`config.mk`:
```
export PLATFORM = sky130hd
export DESIGN_NAME = mult_div_unit
export DESIGN_NICKNAME = d
export VERILOG_FILES = /design/src/rtl/mult_div_unit.sv
export SDC_FILE = /design/constraint.sdc
export NUM_CORES = 1
export LEC_CHECK = 0
export CELL_PAD_IN_SITES_DETAIL_PLACEMENT = 1
export CELL_PAD_IN_SITES_GLOBAL_PLACEMENT = 1
export CORE_ASPECT_RATIO = 1.1
export CORE_MARGIN = 2
export CORE_UTILIZATION = 48
export DETAILED_ROUTE_END_ITERATION = 8
export DONT_BUFFER_PORTS = 1
export PLACE_DENSITY_LB_ADDON = 0.1
export SKIP_LAST_GASP = 1
export SYNTH_ARGS = -nofsm -noshare
export SYNTH_HDL_FRONTEND = slang
export SYNTH_SLANG_ARGS = --single-unit
```
`constraint.sdc`:
```
create_clock -name clk -period 4.4 [get_ports clk]
set_input_delay 0.88 -clock clk [delete_from_list [all_inputs] [get_ports clk]]
set_output_delay 0.88 -clock clk [all_outputs]
set_load 0.005 [all_outputs]
```
`src/rtl/mult_div_unit.sv`:
```
// Iterative 32-bit multiply/divide unit owning the HI/LO pair.
// Shift-add multiply and restoring divide, 32 iterations plus a sign-fix cycle.
module mult_div_unit #(
  parameter int DATA_WIDTH = 32
) (
  input  logic                  clk,
  input  logic                  reset,
  input  logic                  start,
  input  logic [1:0]            op,
  input  logic [DATA_WIDTH-1:0] rs_data,
  input  logic [DATA_WIDTH-1:0] rt_data,
  input  logic                  mthi,
  input  logic                  mtlo,
  output logic                  busy,
  output logic                  done,
  output logic                  div_zero,
  output logic [DATA_WIDTH-1:0] hi,
  output logic [DATA_WIDTH-1:0] lo
);

  localparam int W = DATA_WIDTH;
  localparam logic [5:0] LAST_ITER = 6'(W - 1);

  typedef enum logic [1:0] {IDLE, CALC, SIGN} stateT;

  stateT          state;
  logic [2*W-1:0] acc;
  logic [W-1:0]   operandB;
  logic [5:0]     count;
  logic           isDiv;
  logic           negResult;
  logic           negRem;
  logic           divZero;

  logic [W-1:0]   rsMag;
  logic [W-1:0]   rtMag;
  logic [W:0]     mulSum;
  logic [2*W-1:0] mulNext;
  logic [W:0]     divShift;
  logic [W-1:0]   divDiff;
  logic           noBorrow;
  logic [2*W-1:0] divNext;
  logic [2*W-1:0] product;
  logic [W-1:0]   quoOut;
  logic [W-1:0]   remOut;

  // For multiply, acc = {partial product, remaining multiplier bits}; for divide,
  // acc = {partial remainder, dividend bits shifting into quotient bits}.
  always_comb begin
    rsMag    = (!op[0] && rs_data[W-1]) ? (W'(0) - rs_data) : rs_data;
    rtMag    = (!op[0] && rt_data[W-1]) ? (W'(0) - rt_data) : rt_data;

    mulSum   = {1'b0, acc[2*W-1:W]} + (acc[0] ? {1'b0, operandB} : {(W+1){1'b0}});
    mulNext  = {mulSum, acc[W-1:1]};

    divShift = {acc[2*W-1:W], acc[W-1]};
    noBorrow = (divShift >= {1'b0, operandB});
    divDiff  = divShift[W-1:0] - operandB;
    divNext  = {(noBorrow ? divDiff : divShift[W-1:0]), acc[W-2:0], noBorrow};

    product  = negResult ? ((2*W)'(0) - acc) : acc;
    quoOut   = negResult ? (W'(0) - acc[W-1:0]) : acc[W-1:0];
    remOut   = negRem ? (W'(0) - acc[2*W-1:W]) : acc[2*W-1:W];
  end

  // Control FSM and datapath registers; HI/LO only change on moves or in SIGN.
  always_ff @(posedge clk) begin
    if (reset) begin
      state     <= IDLE;
      hi        <= '0;
      lo        <= '0;
      busy      <= 1'b0;
      done      <= 1'b0;
      div_zero  <= 1'b0;
      acc       <= '0;
      operandB  <= '0;
      count     <= '0;
      isDiv     <= 1'b0;
      negResult <= 1'b0;
      negRem    <= 1'b0;
      divZero   <= 1'b0;
    end else begin
      done     <= 1'b0;
      div_zero <= 1'b0;
      case (state)
        IDLE: begin
          if (start) begin
            isDiv     <= op[1];
            negResult <= !op[0] && (rs_data[W-1] ^ rt_data[W-1]);
            negRem    <= !op[0] && op[1] && rs_data[W-1];
            divZero   <= op[1] && (rt_data == '0);
            operandB  <= op[1] ? rtMag : rsMag;
            acc       <= {{W{1'b0}}, (op[1] ? rsMag : rtMag)};
            count     <= '0;
            busy      <= 1'b1;
            state     <= CALC;
          end else begin
            if (mthi) hi <= rs_data;
            if (mtlo) lo <= rs_data;
          end
        end
        CALC: begin
          acc   <= isDiv ? divNext : mulNext;
          count <= count + 6'd1;
          if (count == LAST_ITER) state <= SIGN;
        end
        SIGN: begin
          if (!isDiv) begin
            hi <= product[2*W-1:W];
            lo <= product[W-1:0];
          end else if (!divZero) begin
            hi <= remOut;
            lo <= quoOut;
          end
          done     <= 1'b1;
          div_zero <= divZero;
          busy     <= 1'b0;
          state    <= IDLE;
        end
        default: state <= IDLE;
      endcase
    end
  end

endmodule

```
---- Word level (Yosys, flattened, before mapping) ----
Cells that the tools add are included.
operators by class
  multiplexer cells ....................... 30
  bitwise gates (word level) .............. 2
  add/subtract/negate cells ............... 8
  reduce and logical (&&, ||, !) cells .... 18
  equal/unequal tests ..................... 9
  order comparisons ....................... 1
operators with widths
  operator                 number
  $mux W32                 16
  $mux W64                 3
  $pmux W32 S2             2
  $pmux W64 S2             1
  $sub A1 B32 Y32 const A  4
  $sub A1 B64 Y64 const A  1
  $add A32 B32 Y33         1
  $ge A33 B32 Y1           1
  $logic_not A32 Y1        1
  $sub A32 B32 Y32         1
  $pmux W6 S2              1
  $ne A2 B2 Y1 const B     5
  $reduce_and A2 Y1        4
  $reduce_and A4 Y1        2
  $add A6 B1 Y6 const B    1
  $eq A6 B5 Y1 const B     1
  $logic_and A1 B1 Y1      6
  $mux W6                  1
  $mux W2                  2
  $pmux W2 S2              1
  $reduce_bool A2 Y1       2
  $ne A3 B3 Y1 const B     1
  $eq A2 B1 Y1 const B     1
  $eq A2 B2 Y1 const B     1
  other kinds (7)          8
storage, ports and cells
  output and inout bits ................... 67
  input bits .............................. 71
  logic and storage cells ................. 81
  register bits after elaboration ......... 175

---- Logic depth before layout (Yosys ltp) ----
  depth after elaboration ................. 6
  gate-level depth with buffers ........... 16
  depth with buffers taken out ............ 13

---- Worst setup path before layout ----
No wires, ideal clock.
  path kind ............................... input-to-reg
  start ................................... input port rt_data[0]
  end ..................................... register acc[28]
  buffers on the path ..................... 0
  path slack .............................. 773 ps
  stages on the path ...................... 10
  data required time ...................... 4278 ps
  setup time .............................. 122 ps
  arrival time ............................ 3505 ps
  cell sequence ........................... inv_1 ha_1 or4b_2 or3_1 or3_1 nor3_1 a21oi_1 xnor2_1 o21ai_0 a221o_1
between the ends
  cells in the longest elaborated chain, start to end .. 5
RTL lines
  element                 line  source
  start: declaration      11    input logic [DATA_WIDTH-1:0] rt_data,
  $sub A1 B32 Y32         51    rtMag = (!op[0] && rt_data[W-1]) ? (W'(0) - rt_data) : rt_data;
  $mux W32                51
  $mux W32                93    acc <= {{W{1'b0}}, (op[1] ? rsMag : rtMag)};
  $mux W64                87    if (start) begin
  $pmux W64 S2            85    case (state)
  end signal: assignment  93
  end signal: assignment  103   acc <= isDiv ? divNext : mulNext;
  end: declaration        27    logic [2*W-1:0] acc;
No other way between the ends. The select of a mux whose other input is x is not followed.
A chain may end at the register's enable or synchronous reset.

---- Final worst setup path ----
  start ................................... register acc[12]
  end ..................................... register hi[29]
between the ends
  cells in the longest elaborated chain, start to end .. 4
RTL lines
  element                 line  source
  $sub A1 B64 Y64         61    product = negResult ? ((2*W)'(0) - acc) : acc;
  $mux W64                61
  $mux W32                108   if (!isDiv) begin
  $pmux W32 S2            85
  end signal: assignment  98    if (mthi) hi <= rs_data;
  end signal: assignment  109   hi <= product[2*W-1:W];
  end signal: assignment  112   hi <= remOut;
  end: declaration        17    output logic [DATA_WIDTH-1:0] hi,
No other way between the ends.

==> impl_metrics.json <==
{
  "crit_family": "simple AND/OR/NAND/NOR gates",
  "first_pass_iters": 5,
  "combPwrFrac_pct": 28.3,
  "cts_setup_buffers": 0,
  "grt_pass1_vias": 15133,
  "post-place-ws_ps": 626,
  "internal_power_mw": 2.90,
  "critical_path_depth": 9,
  "maxCapViolations": 0,
  "reg2reg_depth": 9,
  "p_total_mw": 4.68,
  "critical_path_class": "register to register",
  "synth_area_per_cell_sq_um": 7.25,
  "wl_mm": 61.3,
  "grt_usage_pct": 38.4,
  "via_count": 15404,
  "powerDensity_nw_per_um2": 307,
  "numCtsBuffers": 17,
  "cts_root_buf": "clkbuf_16",
  "syn-cell-area_sq_um": 14400,
  "cts.sinks": 175,
  "finalSetupViolCount": 0,
  "leakage_nw": 5.72,
  "seqPwrFrac_pct": 38.8,
  "drc": 0,
  "hold_buffers": 0,
  "start_kind": "register",
  "drive_gt1_share_pct": 5.02,
  "endpoint": "hi[29]",
  "cp.required_ps": 4800,
  "yosysSeqAreaShare_pct": 24.3,
  "p_clk_share_pct": 33.0,
  "fin_crit_sh_pct": 86.2,
  "multi_input_area_sq_um": 10200,
  "grt_setup_unrepaired": "false",
  "clock_skew_ps": 17.9,
  "ys_warn_count": 0,
  "regArea_sq_um": 3500,
  "timing.hold.ws_ps": 462,
  "dr.first_iter.drc_count": 1438,
  "switching_share_pct": 38.1,
  "crit_top_cell": "or4_1",
  "antenna_cells": 0,
  "die_w_um": 169,
  "endpoint_kind": "register",
  "yosys_register_bits": 175,
  "layout_setup_ws_ps": 607,
  "fmax_mhz": 264,
  "fillers": 3785,
  "netlist_instances": 1987,
  "antenna_found_initial": 0,
  "viasPerCell": 6.73,
  "nets": 2043,
  "hp-start": "operandB[9]",
  "r2r-end": "hi[29]",
  "critPathLaunch": "acc[12]",
  "die_area_sq_um": 31400,
  "hold_violations": 0,
  "crit_path_max_incr_delay_ps": 660,
  "switching_power_mw": 1.78,
  "synth_ff_type": "dfxtp_1",
  "clk_pin_slew_ps": 70,
  "place.gp.congestion": 0.929,
  "grt_pass1_wl_mm": 92.1,
  "slew_violations": 0,
  "path_cells": "or4_4 -> or4_1 -> or4_1 -> o41ai_4 -> and2b_1 -> a41oi_1 -> xnor2_1 -> a211oi_1 -> a21o_1",
  "setup_tns_ps": 0,
  "tightest_slew_ps": 1080,
  "hold_path.class": "register to register",
  "cts_htree_levels": 4,
  "postPlaceCellArea_sq_um": 14700,
  "cts_tree": "built",
  "die_h_um": 186,
  "ir_drop_mv": 0.283,
  "grt_overflow": 0,
  "finalWorstPathRequiredPeriod_ps": 3790,
  "io_buffers": 0,
  "ctsResizeCount": 0,
  "hpwl_mm": 47.4,
  "cts_buffer_depth": 2,
  "areaGrowthSynthToFinish_pct": 5.63,
  "ys_async_sr_fraction_pct": 0,
  "status": "completed",
  "ant_nets": 0,
  "critPathBufInv": 0,
  "fin_area_sq_um": 15200,
  "wl_per_cell_um": 26.8,
  "syn_nets": 2129,
  "start_util_pct": 48.8,
  "relSlewSlack_pct": 28.2,
  "ys_types": 72,
  "coreArea_sq_um": 29600,
  "synth_edf_count": 0,
  "cp_slowest_cell": "or4_1",
  "clkLatencyLatePin_ps": 460,
  "grt_max_degree": 145,
  "r2r_slack_ps": 610,
  "rows": 66,
  "cp_max_fo": 10,
  "crit_arrival_ps": 4190,
  "io_pins": 138,
  "reg2reg_from": "acc[12]"
}
## registers in the layout, indices dropped and copies added, names as in the netlist
name	flops
acc	64
busy	1
count	6
divZero	1
div_zero	1
done	1
hi	32
isDiv	1
lo	32
negRem	1
negResult	1
operandB	32
state	2
## cell usage in the layout (no fill, tap or decap), types with 16 or more instances in the layout
cell / n
a311oi_1: 22
buf_4: 32
xor2_1: 93
nand2_1: 210
o31ai_1: 29
xnor2_1: 73
nor2_1: 228
o211ai_1: 38
mux2i_1: 49
a211oi_1: 75
a21oi_1: 209
o21ai_0: 142
nand3_1: 23
dfxtp_1: 174
clkbuf_16: 17
or4_1: 19
nor2b_1: 19
nor3_1: 35
a21o_1: 16
inv_1: 58
ha_1: 69
or3_1: 23
## stage by stage
stage	utilization, %	cells
4_1_cts	51.5	2288
6_report	51.5	2288
3_5_place_dp	49.6	2256
5_1_grt	51.5	2288
3_3_place_gp	49.6	2256
2_1_floorplan	-	1987
## per-layer routing
layer  vias to the layer above  global-route usage (%)  share of wire (%)
met1                      7491                    45.1                 39
met5                         -                       0                  0
met4                         0                    24.1                7.2
met2                       656                    65.8                 48
li1                       7035                       -                  -
met3                       222                    5.72                6.1
## worst min-delay path by stage
stage                        end  slack [ps]  cells past startpoint
CTS                 operandB[13]         460                      2
global placement    operandB[14]         430                      2
global route         operandB[4]         470                      2
detailed placement   operandB[2]         450                      2
finish               operandB[9]         460                      2
floorplan           operandB[19]         430                      2
## power groups by stage
stage	logic (mW)	clock network [mW]	registers [mW]
global route	1.43	1.60	1.82
detailed placement	1.30	0	1.85
global placement	1.27	0	1.84
floorplan	0.948	0	1.78
CTS	1.31	1.54	1.81
finish	1.32	1.54	1.81
## synth_stat cells, types with 12 or more instances
master | n | area share (%)
a311oi_1 | 22 | 1.3
nor2b_1 | 21 | 0.91
nand2_1 | 211 | 5.5
nand3_1 | 23 | 0.80
xor2_1 | 93 | 5.7
inv_1 | 58 | 1.5
o211ai_1 | 38 | 2.0
o21ai_0 | 142 | 4.9
ha_1 | 69 | 6.0
or3_1 | 23 | 1.0
nor4_1 | 14 | 0.61
xnor2_1 | 73 | 4.4
clkbuf_1 | 120 | 3.1
a221oi_1 | 15 | 0.91
a31oi_1 | 15 | 0.65
o41ai_1 | 12 | 0.73
a22oi_1 | 13 | 0.68
or4_1 | 19 | 0.99
a21oi_1 | 209 | 7.3
nor3_1 | 36 | 1.3
o31ai_1 | 29 | 1.5
mux2i_1 | 49 | 3.4
buf_1 | 15 | 0.39
dfxtp_1 | 175 | 24
nor2_1 | 229 | 6.0
nand4_1 | 14 | 0.61
a211oi_1 | 75 | 3.9
and3_1 | 13 | 0.56
nand2b_1 | 13 | 0.56
a21o_1 | 16 | 0.83
## area by class of cell
cell class              instances  share of cell area (%)
clock buffers                  17                    2.79
clock inverters                15                   0.945
inverters                      59                    1.45
multi-input cells            1614                    66.9
flip-flops and latches        175                    23.0
well taps                     374                    3.07
repair buffers                 34                    1.84
## tightest hold or removal path, cell delays in order (launching register included)
cell and delay, ps:
dfxtp_1 310, nand2_1 50, a21oi_1 50
## cells by family (layout without fill, tap and decap cells)
logic type	Yosys count	in the layout	synth area share [%]
xor+xnor	166	166	10.1
simple gates	660	660	21.0
mux	51	51	3.56
flops	175	175	24.3
compound gates	666	666	29.6
buf+inv	198	125	5.23
fa+ha+maj	71	71	6.27
No activity file was read; power rests on OpenSTA's default activity.
